## config.mk

```make
export PLATFORM = sky130hd
export DESIGN_NAME = v2x_spi_byte_if
export DESIGN_NICKNAME = d
export VERILOG_FILES = /design/src/rtl/v2x_hsm_pkg.sv /design/src/rtl/v2x_sync_edge.sv /design/src/rtl/v2x_spi_byte_if.sv
export SDC_FILE = /design/constraint.sdc
export NUM_CORES = 1
export LEC_CHECK = 0
export BUFFER_PORTS_ARGS = -buffer_cell sky130_fd_sc_hd__buf_2
export CAP_MARGIN = 0
export CORE_UTILIZATION = 40
export CTS_CLUSTER_DIAMETER = 30
export DETAILED_ROUTE_END_ITERATION = 8
export SKIP_LAST_GASP = 1
export SYNTH_ARGS = -nofsm -noshare
export SYNTH_HDL_FRONTEND = slang
export SYNTH_SLANG_ARGS = --single-unit
```

## constraint.sdc

```tcl
create_clock -name i_sys_clk -period 1.8 [get_ports i_sys_clk]
set_input_delay 0.09 -clock i_sys_clk [delete_from_list [all_inputs] [get_ports i_sys_clk]]
set_output_delay 0.09 -clock i_sys_clk [all_outputs]
set_load 0.01 [all_outputs]
```

## src/rtl/v2x_hsm_pkg.sv

```systemverilog
// Shared definitions for the V2X HSM SPI front end: byte width, idle fill
// value and the byte-interface state encoding.
package v2x_hsm_pkg;

  localparam int BYTE_W = 8;
  localparam logic [BYTE_W-1:0] IDLE_FILL_DEFAULT = 8'h00;

  typedef enum logic [1:0] {
    ST_WAIT_HIGH = 2'd0,
    ST_IDLE      = 2'd1,
    ST_ACTIVE    = 2'd2
  } spi_state_e;

endpackage

```

## src/rtl/v2x_sync_edge.sv

```systemverilog
// Multi-flop synchroniser for an asynchronous level, plus one extra register
// so rise/fall strobes are formed purely from registered values.
module v2x_sync_edge #(
  parameter int STAGES = 2
) (
  input  logic i_sys_clk,
  input  logic i_sys_rst_n,
  input  logic d,
  output logic q,
  output logic rise,
  output logic fall
);

  logic [STAGES-1:0] sync_p0;
  logic              q_p1;

  // Chain resets low so a CS_N already low at reset release never shows a fall.
  always_ff @(posedge i_sys_clk or negedge i_sys_rst_n) begin
    if (!i_sys_rst_n) begin
      sync_p0 <= '0;
      q_p1    <= 1'b0;
    end else begin
      sync_p0 <= {sync_p0[STAGES-2:0], d};
      q_p1    <= sync_p0[STAGES-1];
    end
  end

  assign q    = sync_p0[STAGES-1];
  assign rise = q & ~q_p1;
  assign fall = ~q & q_p1;

endmodule

```

## src/rtl/v2x_spi_byte_if.sv

```systemverilog
// SPI mode-0 slave byte front end: oversampled RX byte strobes towards the
// router and a one-entry TX holding register serialised onto MISO.
module v2x_spi_byte_if
  import v2x_hsm_pkg::*;
#(
  parameter int                SYNC_STAGES = 2,
  parameter logic [BYTE_W-1:0] IDLE_FILL   = IDLE_FILL_DEFAULT
) (
  input  logic              i_sys_clk,
  input  logic              i_sys_rst_n,
  input  logic              i_spi_sclk,
  input  logic              i_spi_cs_n,
  input  logic              i_spi_mosi,
  output logic              o_spi_miso,
  output logic [BYTE_W-1:0] o_rx_data,
  output logic              o_rx_valid,
  output logic              o_frame_start,
  output logic              o_frame_end,
  input  logic [BYTE_W-1:0] i_tx_data,
  input  logic              i_tx_valid,
  output logic              o_tx_ready,
  output logic              o_tx_underrun
);

  localparam int CNT_W = $clog2(BYTE_W);

  logic cs_q, cs_rise, cs_fall;
  logic sclk_lvl_unused, sclk_rise, sclk_fall;
  logic [SYNC_STAGES-1:0] mosi_sync_p0;
  logic mosi_s;

  v2x_sync_edge #(.STAGES(SYNC_STAGES)) u_sync_cs (
    .i_sys_clk   (i_sys_clk),
    .i_sys_rst_n (i_sys_rst_n),
    .d           (i_spi_cs_n),
    .q           (cs_q),
    .rise        (cs_rise),
    .fall        (cs_fall)
  );

  v2x_sync_edge #(.STAGES(SYNC_STAGES)) u_sync_sclk (
    .i_sys_clk   (i_sys_clk),
    .i_sys_rst_n (i_sys_rst_n),
    .d           (i_spi_sclk),
    .q           (sclk_lvl_unused),
    .rise        (sclk_rise),
    .fall        (sclk_fall)
  );

  // MOSI is only sampled, never edge-detected, so a bare chain is enough.
  always_ff @(posedge i_sys_clk or negedge i_sys_rst_n) begin
    if (!i_sys_rst_n) mosi_sync_p0 <= '0;
    else              mosi_sync_p0 <= {mosi_sync_p0[SYNC_STAGES-2:0], i_spi_mosi};
  end
  assign mosi_s = mosi_sync_p0[SYNC_STAGES-1];

  spi_state_e        state, state_nxt;
  logic [CNT_W-1:0]  bit_cnt;
  logic [BYTE_W-1:0] rx_shift, tx_shift, hold_q;
  logic              hold_full;
  logic              start_c, end_c, load_c, shift_c, rx_en_c;
  logic              byte_done, tx_wr;
  logic [BYTE_W-1:0] load_byte;

  always_ff @(posedge i_sys_clk or negedge i_sys_rst_n) begin
    if (!i_sys_rst_n) state <= ST_WAIT_HIGH;
    else              state <= state_nxt;
  end

  always_comb begin
    state_nxt = state;
    start_c   = 1'b0;
    end_c     = 1'b0;
    load_c    = 1'b0;
    shift_c   = 1'b0;
    rx_en_c   = 1'b0;
    unique case (state)
      ST_WAIT_HIGH: if (cs_q) state_nxt = ST_IDLE;
      ST_IDLE: begin
        if (cs_fall) begin
          start_c   = 1'b1;
          load_c    = 1'b1;
          state_nxt = ST_ACTIVE;
        end
      end
      ST_ACTIVE: begin
        rx_en_c = sclk_rise;
        // A closing CS_N takes priority over any TX advance in the same cycle.
        if (cs_rise) begin
          end_c     = 1'b1;
          state_nxt = ST_IDLE;
        end else if (sclk_fall) begin
          if (bit_cnt != '0) shift_c = 1'b1;
          else               load_c  = 1'b1;
        end
      end
      default: state_nxt = ST_WAIT_HIGH;
    endcase
  end

  assign byte_done  = rx_en_c && (bit_cnt == CNT_W'(BYTE_W - 1));
  assign tx_wr      = i_tx_valid && !hold_full;
  assign load_byte  = hold_full ? hold_q : IDLE_FILL;
  assign o_tx_ready = ~hold_full;

  always_ff @(posedge i_sys_clk or negedge i_sys_rst_n) begin
    if (!i_sys_rst_n) begin
      bit_cnt       <= '0;
      rx_shift      <= '0;
      tx_shift      <= '0;
      hold_q        <= '0;
      hold_full     <= 1'b0;
      o_spi_miso    <= 1'b0;
      o_rx_data     <= '0;
      o_rx_valid    <= 1'b0;
      o_frame_start <= 1'b0;
      o_frame_end   <= 1'b0;
      o_tx_underrun <= 1'b0;
    end else begin
      o_rx_valid    <= byte_done;
      o_frame_start <= start_c;
      o_frame_end   <= end_c;
      o_tx_underrun <= load_c && !hold_full;

      if (rx_en_c)   rx_shift  <= {rx_shift[BYTE_W-2:0], mosi_s};
      if (byte_done) o_rx_data <= {rx_shift[BYTE_W-2:0], mosi_s};

      if (start_c || end_c) bit_cnt <= '0;
      else if (rx_en_c)     bit_cnt <= bit_cnt + 1'b1;

      if (load_c) begin
        tx_shift   <= load_byte;
        o_spi_miso <= load_byte[BYTE_W-1];
      end else if (shift_c) begin
        tx_shift   <= {tx_shift[BYTE_W-2:0], 1'b0};
        o_spi_miso <= tx_shift[BYTE_W-2];
      end else if (end_c) begin
        o_spi_miso <= 1'b0;
      end

      // A write in the same cycle as an empty-register load stays held.
      if (end_c) begin
        hold_full <= 1'b0;
      end else if (load_c && hold_full) begin
        hold_full <= 1'b0;
      end else if (tx_wr) begin
        hold_full <= 1'b1;
        hold_q    <= i_tx_data;
      end
    end
  end

endmodule

```

==> impl_metrics.env, run 1 <==
export IMPL_place_congestion=0.7158
export IMPL_ff2ff_setup_slack_ns=0.05
export IMPL_hold_violations=0
export IMPL_drive_above_1_share_pct=46.04
export IMPL_start_kind="flop"
export IMPL_fin_nets=224
export IMPL_syn_inst=156
export IMPL_cts_max_path_buffers=2
export IMPL_regArea_um2=1226
export IMPL_syn_area_um2=2101
export IMPL_synth_seq_area_share_pct=58.37
export IMPL_drv_cap=0
export IMPL_track_usage_pct=13.80
export IMPL_finalClockSkew_ns=0.002935
export IMPL_grt_pass1_wl_mm=5.747
export IMPL_numCtsBuffers=5
export IMPL_rows=26
export IMPL_worstPathMaxFanout=7
export IMPL_synth_fp_nets=178
export IMPL_synth_edf_count=0
export IMPL_hold_ws_ns=0.02592
export IMPL_slew_headroom_pct=59.51
export IMPL_synthFlopType="dfrtp_1"
export IMPL_core_um2=5075
export IMPL_io_buffers=27
export IMPL_yosysMostFrequentCell="dfrtp_1"
export IMPL_netlist_area_leader_share_pct=58.37
export IMPL_grt_antenna_before_repair=0
export IMPL_synth_area_mux_share_pct=14.29
export IMPL_synth_top_family_by_area="multiplexers"
export IMPL_grt_max_degree=50
export IMPL_antenna_cells=0
export IMPL_clkSlewWorstSetupHoldPaths_ns=0.08
export IMPL_path_buf_inv=3
export IMPL_rsz0062_at_grt="yes"
export IMPL_multi_input_area_um2=874.6
export IMPL_path_depth=7
export IMPL_num_io_pins=28
export IMPL_synth_compound_area_share_pct=7.088
export IMPL_yosysWarnings=0
export IMPL_status="completed"
export IMPL_tightestPinTransition_ns=0.6073
export IMPL_cts_root_buf="clkbuf_8"
export IMPL_period_share_pct=97.09
export IMPL_dieWidth_um=74.47
export IMPL_grt_pass1_vias=1299
export IMPL_synth_area_per_cell_um2=13.47
export IMPL_drtAntennaViolNets=0
export IMPL_cts_tree="built"
export IMPL_clock_latency_ns=0.29
export IMPL_setup_viol=0
export IMPL_drt_iter0_drc=17
export IMPL_total_power_uw=3672
export IMPL_hpwlAfterDp_mm=2.378
export IMPL_htree_levels=2
export IMPL_drv_slew=0
export IMPL_initial_core_util_pct=41.40
export IMPL_reg2reg_depth=7
export IMPL_vias=1326
export IMPL_end_kind="flop"
export IMPL_pwr_density_cell_nw_per_um2=1381
export IMPL_yosys_top_cells_area="dfrtp_1 58%, mux2_2 13%, ha_1 4.8%"
export IMPL_peakVddDrop_mv=0.5968
export IMPL_fin_crit_ns=1.748
export IMPL_hold_path_class="in -> reg"
export IMPL_yosys_area_share_xor_xnor_pct=0.4169
export IMPL_area_growth_pct=26.56
export IMPL_final_util_pct=52.39
export IMPL_vias_per_cell=4.875
export IMPL_die_h_um=74.47
export IMPL_cp_required_ns=2.03
export IMPL_whs_path_depth=2
export IMPL_synth_simple_area_share_pct=10.36
export IMPL_die_area_um2=5546
export IMPL_max_stage_delay_ns=0.40
export IMPL_drt_total_wl_mm=3.549
export IMPL_firstDrtPassIters=4
export IMPL_critPathSlowestCell="dfrtp_1"
export IMPL_grt_ovfl_total=0
export IMPL_synthAdderAreaFrac_pct=4.765
export IMPL_async_flop_share_pct=100.0
export IMPL_synth_common_cells="49 x dfrtp_1, 24 x mux2_2, 16 x inv_1"
export IMPL_clkSinkCount=49
export IMPL_fill_cells=454
export IMPL_fin_cells=272
export IMPL_leakagePower_uw=0.001346
export IMPL_placed_cells=256
export IMPL_synth_seq_cells=49
export IMPL_route_detailed_drc=0
export IMPL_routedWlPerCell_um=13.05
export IMPL_worst_ep_arrival_time_ns=1.98
export IMPL_critPathKind="reg -> reg"
export IMPL_yosysUniqueCellTypes=34
export IMPL_path_delay_family="compound AO/OA/AOI/OAI gates"
export IMPL_synth_top_cell_by_area="dfrtp_1"
export IMPL_max_freq_ghz=0.5722
export IMPL_path_cells="inv_2 -> ha_4 -> nand2b_4 -> o32ai_4 -> clkbuf_16 -> buf_4 -> a32o_1"
==> cells in the final DEF (no fill, tap or decap), types with 2 or more instances in the layout <==
cell           count
o21bai_1           2
inv_2              2
clkbuf_8           5
dfrtp_1           49
mux2i_1            3
buf_4             10
ha_1               4
nand2_1            8
ha_4               3
nor3_2             3
nor2_1             5
buf_2             27
nor3_1             4
a221oi_1           2
nor2b_1            2
dlygate4sd3_1      4
mux2_2            24
inv_1             14
nand3_2            2
a221oi_2           4
nand3b_1           3
==> cell type report <==
cell class	instances	area share [%]
repair buffers	44	11.53
inverters	16	2.259
clock buffers	5	2.588
well taps	70	3.294
flip-flops and latches	49	46.12
clock inverters	2	1.318
multi-input cells	86	32.89
==> repair_timing <==
action,in CTS,in global routing
hold buffers,4,0
endpoints found under the hold margin,52,0
pin swaps,1,6
setup endpoints to repair,6,7
cloned,0,1
resized for setup,3,17
buffers inserted,3,1
==> kinds of logic (layout without fill, tap and decap cells) <==
kind of cell | count (synthesis) | in the layout
buffers and inverters | 21 | 67
XOR/XNOR | 1 | 1
multiplexers | 27 | 27
AO/OA/AOI/OAI | 16 | 16
flip-flops | 49 | 49
adder cells (fa/ha/maj) | 8 | 8
AND/OR/NAND/NOR | 34 | 34
==> layer usage <==
layer	vias to the layer above	GRT usage, %	part of all wire, %
met1	672	17.65	44
li1	628	-	-
met4	0	4.822	1.2
met2	20	22.52	52
met3	6	3.794	2.9
met5	-	0	0
==> registers in the layout, summed over array words and instances (netlist names) <==
signal               flops
hold_q                   8
hold_full                1
o_frame_end              1
o_rx_valid               1
u_sync_sclk.sync_p0      2
mosi_sync_p0             2
state                    2
rx_shift                 7
bit_cnt                  3
o_frame_start            1
o_spi_miso               1
u_sync_cs.q_p1           1
o_tx_underrun            1
u_sync_cs.sync_p0        2
u_sync_sclk.q_p1         1
tx_shift                 7
o_rx_data                8
==> final timing paths <==
| check | start | endpoint |
|---|---|---|
| min in group asynchronous | i_sys_rst_n | u_sync_cs.sync_p0[1] |
| min reg2reg | u_sync_sclk.sync_p0[0] | u_sync_sclk.sync_p0[1] |
| min | i_tx_data[6] | hold_q[6] |
| max | state[0] | tx_shift[0] |
| max in group asynchronous | i_sys_rst_n | rx_shift[5] |
| max reg2reg | state[0] | tx_shift[0] |
==> metrics by stage <==
stage	cell area, um^2	setup TNS (ns)	setup WS [ns]
after floorplan	2101	0	0.09997
after global placement	2357	0	0.003584
after detailed placement	2357	-0.2990	-0.1079
after CTS	2540	0	0.01406
after global routing	2659	-0.07038	-0.02299
final	2659	0	0.05239
==> power by group <==
part	internal, uW	switching, uW	leakage (uW)
registers	1410	208	0.000619
logic	711	607	0.000673
clock network	404	337	0.0000540
total	2520	1150	0.00135
Power figures use the tool's default switching activity.
==> inputs of run 2 (changes only) <==
--- a/config.mk
+++ b/config.mk
@@ -5,12 +5,13 @@
 export SDC_FILE = /design/constraint.sdc
 export NUM_CORES = 1
 export LEC_CHECK = 0
-export BUFFER_PORTS_ARGS = -buffer_cell sky130_fd_sc_hd__buf_2
+export BUFFER_PORTS_ARGS = -buffer_cell sky130_fd_sc_hd__clkbuf_2
 export CAP_MARGIN = 0
 export CORE_UTILIZATION = 40
 export CTS_CLUSTER_DIAMETER = 30
 export DETAILED_ROUTE_END_ITERATION = 8
 export SKIP_LAST_GASP = 1
+export SLEW_MARGIN = 0
 export SYNTH_ARGS = -nofsm -noshare
 export SYNTH_HDL_FRONTEND = slang
 export SYNTH_SLANG_ARGS = --single-unit
==> run 2 against run 1 <==
Count of clock-buffer cells in the layout rose by 1. Largest power group unchanged. Clock power rose by 8.6%. Clock skew rose by 0.0050 ns. First-iteration DRC count rose to 4.3 times the previous value. Wire length fell by 3.0%. Power fell by 2.0%. Hold slack got worse by 0.011 ns. Sequential power barely moved. Final cell count fell by 0.37%. Worst setup slack improved by 0.024 ns. Combinational power fell by 9.8%.
==> impl_metrics.env, run 2 (synthesis results as in run 1) <==
export IMPL_status="completed"
export IMPL_htree_levels=2
export IMPL_final_cell_mix="49 x dfrtp_1, 27 x clkbuf_2, 24 x mux2_2"
export IMPL_path_buf_inv=1
export IMPL_peakVddDrop_mv=0.4905
export IMPL_grt_antenna_before_repair=0
export IMPL_antenna_cells=0
export IMPL_firstDrtPassIters=4
export IMPL_vias=1314
export IMPL_io_buffers=27
export IMPL_end_kind="flop"
export IMPL_num_io_pins=28
export IMPL_pwr_density_cell_nw_per_um2=1387
export IMPL_cts_tree="built"
export IMPL_vias_per_cell=4.849
export IMPL_critPathSlowestCell="dfrtp_1"
export IMPL_fill_cells=471
export IMPL_path_delay_family="compound AO/OA/AOI/OAI gates"
export IMPL_hpwlAfterDp_mm=2.456
export IMPL_leakagePower_uw=0.001312
export IMPL_track_usage_pct=14.14
export IMPL_final_util_pct=51.08
export IMPL_whs_path_depth=2
export IMPL_start_kind="flop"
export IMPL_grt_ovfl_total=0
export IMPL_core_um2=5075
export IMPL_setup_viol=0
export IMPL_reg_largest_list="hold_q: 8 flops, o_rx_data: 8 flops"
export IMPL_hold_ws_ns=0.01461
export IMPL_multi_input_area_um2=828.3
export IMPL_regArea_um2=1226
export IMPL_drive_above_1_share_pct=42.29
export IMPL_path_cells="inv_1 -> ha_1 -> nor2b_1 -> nor3_2 -> o21ai_2 -> a221oi_1"
export IMPL_dieWidth_um=74.47
export IMPL_drt_iter0_drc=73
export IMPL_finalClockSkew_ns=0.007893
export IMPL_grt_pass1_vias=1241
export IMPL_period_share_pct=95.74
export IMPL_drt_total_wl_mm=3.443
export IMPL_drv_cap=0
export IMPL_drv_slew=0
export IMPL_grt_pass1_wl_mm=5.699
export IMPL_fin_crit_ns=1.723
export IMPL_worstPathMaxFanout=8
export IMPL_cts_root_buf="clkbuf_8"
export IMPL_place_congestion=0.7381
export IMPL_placed_cell_area_um2=2357
export IMPL_clkSinkCount=49
export IMPL_final_area_um2=2592
export IMPL_die_area_um2=5546
export IMPL_clkSlewWorstSetupHoldPaths_ns=0.09
export IMPL_max_freq_ghz=0.5803
export IMPL_hold_violations=0
export IMPL_path_depth=6
export IMPL_tightestPinTransition_ns=0.5976
export IMPL_fin_ws_ns=0.07667
export IMPL_route_detailed_drc=0
export IMPL_initial_core_util_pct=41.40
export IMPL_cp_required_ns=1.97
export IMPL_rows=26
export IMPL_place_ws_ns=-0.1548
export IMPL_final_common_cell="dfrtp_1"
export IMPL_max_stage_delay_ns=0.39
export IMPL_critPathKind="reg -> reg"
export IMPL_grt_max_degree=50
export IMPL_cts_max_path_buffers=2
export IMPL_worst_ep_arrival_time_ns=1.89
export IMPL_numCtsBuffers=5
export IMPL_slew_headroom_pct=60.16
export IMPL_setup_tns_ns=0
export IMPL_rsz0062_at_grt="yes"
export IMPL_hold_path_class="in -> reg"
export IMPL_routedWlPerCell_um=12.70
export IMPL_clock_latency_ns=0.30
export IMPL_fin_nets=222
export IMPL_reg2reg_depth=6
export IMPL_drtAntennaViolNets=0
export IMPL_die_h_um=74.47
export IMPL_area_growth_pct=23.41
-- run 2: cell types whose count changed in the layout (fill, tap and decap cells not counted), moves of 2 or more --
cell / change
a221oi_1: +2
buf_2: -27
clkbuf_2: +27
a221oi_2: -2
nor3_2: -2
ha_1: +2
nor3_1: +2
-- run 2: worst paths after layout --
path                                   startpoint                     end  slack, ns
setup / recovery                       bit_cnt[0]             tx_shift[2]       0.08
hold / removal                       i_tx_data[6]               hold_q[6]       0.01
setup reg to reg                       bit_cnt[0]             tx_shift[2]       0.08
hold reg to reg            u_sync_sclk.sync_p0[0]  u_sync_sclk.sync_p0[1]       0.36
max in group asynchronous             i_sys_rst_n            o_rx_data[7]       0.98
min in group asynchronous             i_sys_rst_n    u_sync_cs.sync_p0[1]       0.41
-- run 2: layout make-up --
class / count / area share [%]
clock buffers: 6 / 3.185
clock inverters: 2 / 1.448
inverters: 16 / 2.317
multi-input cells: 86 / 31.95
flip-flops and latches: 49 / 47.30
well taps: 70 / 3.378
repair buffers: 42 / 10.42
-- run 2: per-stage QoR --
stage | instances | power (uW)
6_report | 271 | 3597
5_1_grt | 271 | 3844
4_1_cts | 270 | 3588
3_5_place_dp | 256 | 2676
3_3_place_gp | 256 | 2586
2_1_floorplan | 156 | 2372
-- run 2: power breakdown --
group | switching, uW | internal, uW | total [uW]
Sequential | 199 | 1400 | 1600
Clock | 353 | 452 | 805
Combinational | 566 | 622 | 1190
-- run 2: layer usage --
metal / global-route usage [%] / part of all wire, % / wire, um / vias up
met2: 22.22 / 51 / 1767 / 32
li1: - / - / - / 623
met5: 0 / 0 / 0 / -
met3: 3.388 / 4.0 / 139 / 8
met1: 17.90 / 43 / 1471 / 651
met4: 7.966 / 1.9 / 65 / 0
-- run 2: worst reg2reg max path, cell delays in order, from the launching register on --
cell	delay, ns
dfrtp_1	0.39
inv_1	0.09
ha_1	0.22
nor2b_1	0.24
nor3_2	0.09
o21ai_2	0.39
a221oi_1	0.17
-- run 2: repair_timing --
| action | in CTS | in global routing |
|---|---|---|
| hold buffers | 4 | 0 |
| cloned | 0 | 0 |
| setup endpoints to repair | 8 | 7 |
| hold endpoints to repair | 52 | 0 |
| setup buffers | 2 | 1 |
| pin swaps | 0 | 1 |
| gates resized for setup | 5 | 4 |
==> inputs of run 3 (changes only) <==
==> constraint.sdc (replaced) <==
create_clock -name i_sys_clk -period 1.7 [get_ports i_sys_clk]
set_input_delay 0.17 -clock i_sys_clk [delete_from_list [all_inputs] [get_ports i_sys_clk]]
set_output_delay 0.17 -clock i_sys_clk [all_outputs]
set_load 0.01 [all_outputs]
==> run 3 against run 2 <==
The run now ends with negative setup slack left. Sequential share of layout area is 3.5 points lower. Wire length is 13% higher. Maximum frequency is 1.0% lower. Core utilization is 4.2 points higher. Register-to-register slack worse by 0.12 ns. Design area is 8.2% higher. Hold slack better by 0.074 ns. Critical endpoint is now tx_shift[1]. Largest power group unchanged. Highest routed layer unchanged.
==> impl_metrics.env, run 3 (synthesis results as in run 1) <==
export IMPL_rsz0062_at_grt="yes"
export IMPL_rows=26
export IMPL_drive_above_1_share_pct=53.55
export IMPL_route_detailed_drc=0
export IMPL_clock_latency_ns=0.30
export IMPL_routedWlPerCell_um=13.86
export IMPL_seqPwrFrac_pct=41.7
export IMPL_hpwlAfterDp_mm=2.482
export IMPL_worstPathMaxFanout=6
export IMPL_numCtsBuffers=5
export IMPL_drt_iter0_drc=59
export IMPL_vias=1353
export IMPL_power_clock_fraction_pct=19.7
export IMPL_core_um2=5075
export IMPL_grt_ovfl_total=0
export IMPL_path_cells="inv_2 -> ha_4 -> nand3b_1 -> or3_4 -> nor3_1 -> a221oi_2"
export IMPL_fin_nets=232
export IMPL_leakagePower_uw=0.001381
export IMPL_drv_cap=0
export IMPL_initial_core_util_pct=41.40
export IMPL_io_buffers=27
export IMPL_htree_levels=2
export IMPL_peakVddDrop_mv=0.6234
export IMPL_die_h_um=74.47
export IMPL_end_kind="flop"
export IMPL_critPathKind="reg -> reg"
export IMPL_drtAntennaViolNets=0
export IMPL_final_common_cell="dfrtp_1"
export IMPL_pwr_density_cell_nw_per_um2=1490
export IMPL_drt_total_wl_mm=3.895
export IMPL_cts_max_path_buffers=2
export IMPL_internal_power_uw=2796
export IMPL_switching_power_uw=1382
export IMPL_finalClockSkew_ns=0.01117
export IMPL_path_delay_family="simple AND/OR/NAND/NOR gates"
export IMPL_max_freq_ghz=0.5744
export IMPL_tightestPinTransition_ns=0.6117
export IMPL_antenna_cells=0
export IMPL_max_stage_delay_ns=0.49
export IMPL_start_kind="flop"
export IMPL_setup_viol=4
export IMPL_area_growth_pct=33.53
export IMPL_comb_power_share_pct=38.5
export IMPL_drv_slew=0
export IMPL_vias_per_cell=4.815
export IMPL_grt_pass1_vias=1395
export IMPL_grt_pass1_wl_mm=6.410
export IMPL_cts_root_buf="clkbuf_8"
export IMPL_critPathSlowestCell="or3_4"
export IMPL_clkSlewWorstSetupHoldPaths_ns=0.09
export IMPL_clkSinkCount=49
export IMPL_hold_path_class="in -> reg"
export IMPL_reg_largest_list="hold_q: 8 flops, o_rx_data: 8 flops"
export IMPL_path_buf_inv=1
export IMPL_cp_required_ns=1.88
export IMPL_grt_antenna_before_repair=0
export IMPL_cts_tree="built"
export IMPL_grt_max_degree=50
export IMPL_die_area_um2=5546
export IMPL_track_usage_pct=15.98
export IMPL_status="finished with violations"
export IMPL_failed_checks="negative setup slack"
export IMPL_fin_crit_ns=1.741
export IMPL_period_share_pct=102.4
export IMPL_num_io_pins=28
export IMPL_final_cell_mix="48 x dfrtp_1, 27 x clkbuf_2, 24 x mux2_2"
export IMPL_worst_ep_arrival_time_ns=1.92
export IMPL_fin_ws_ns=-0.04095
export IMPL_dieWidth_um=74.47
export IMPL_place_congestion=0.7871
export IMPL_place_ws_ns=-0.1034
export IMPL_switching_share_pct=33.08
export IMPL_hold_ws_ns=0.08910
export IMPL_hold_violations=0
export IMPL_firstDrtPassIters=4
export IMPL_slew_headroom_pct=59.22
-- run 3: worst register-to-register path, cell delays in order, from the launching register on --
cell	delay, ns
dfrtp_1	0.40
inv_2	0.12
ha_4	0.18
nand3b_1	0.14
or3_4	0.49
nor3_1	0.25
a221oi_2	0.05
-- run 3: worst paths after layout --
check                                  startpoint                endpoint  slack, ns  cells after the start
max                                      state[0]             tx_shift[1]      -0.04                      6
min                                  i_tx_data[5]               hold_q[5]       0.09                      2
max reg2reg                              state[0]             tx_shift[1]      -0.04                      6
min reg2reg                u_sync_sclk.sync_p0[0]  u_sync_sclk.sync_p0[1]       0.35                      0
max in group asynchronous             i_sys_rst_n                state[1]       0.77                      3
min in group asynchronous             i_sys_rst_n    u_sync_cs.sync_p0[1]       0.49                      3
-- run 3: metal layers --
layer  track usage, %  vias up  share of wire (%)
met1            18.25      679                 41
met4            6.289        0                1.6
met2            27.63       19                 54
met3            5.285        7                2.9
met5                0        -                  0
li1                 -      648                  -
-- run 3: power by group through the flow --
| stage | Sequential [uW] | Clock (uW) | Combinational [uW] |
|---|---|---|---|
| floorplan | 1660 | 0 | 856 |
| global placement | 1700 | 0 | 1130 |
| detailed placement | 1720 | 0 | 1190 |
| CTS | 1710 | 851 | 1500 |
| global route | 1790 | 895 | 1770 |
| finish | 1740 | 824 | 1610 |
-- run 3: area by class of cell --
class / count / area (um^2)
inverters: 16 / 60.06
multi-input cells: 86 / 962.2
clock buffers: 6 / 72.57
clock inverters: 2 / 38.79
repair buffers: 52 / 356.6
well taps: 70 / 87.58
flip-flops and latches: 49 / 1227
fillers: 453 / 2270
-- run 3: timing repair --
action	in CTS	in global routing
hold endpoints to repair	52	0
gates resized for setup	21	20
endpoints found under the setup margin	15	12
hold buffers	4	0
setup buffers	5	2
cloned	1	0
pin swaps	3	8
-- run 3: through the flow --
stage / power, uW / utilization, % / TNS (ns) / cells / area, um^2
3_3_place_gp: 2835 / 47.34 / -0.07865 / 262 / 2402
3_5_place_dp: 2908 / 47.34 / -0.5845 / 262 / 2402
4_1_cts: 4062 / 53.55 / -0.1083 / 280 / 2718
2_1_floorplan: 2512 / - / 0 / 156 / 2102
5_1_grt: 4455 / 55.28 / -0.9131 / 281 / 2805
6_report: 4178 / 55.28 / -0.06981 / 281 / 2805
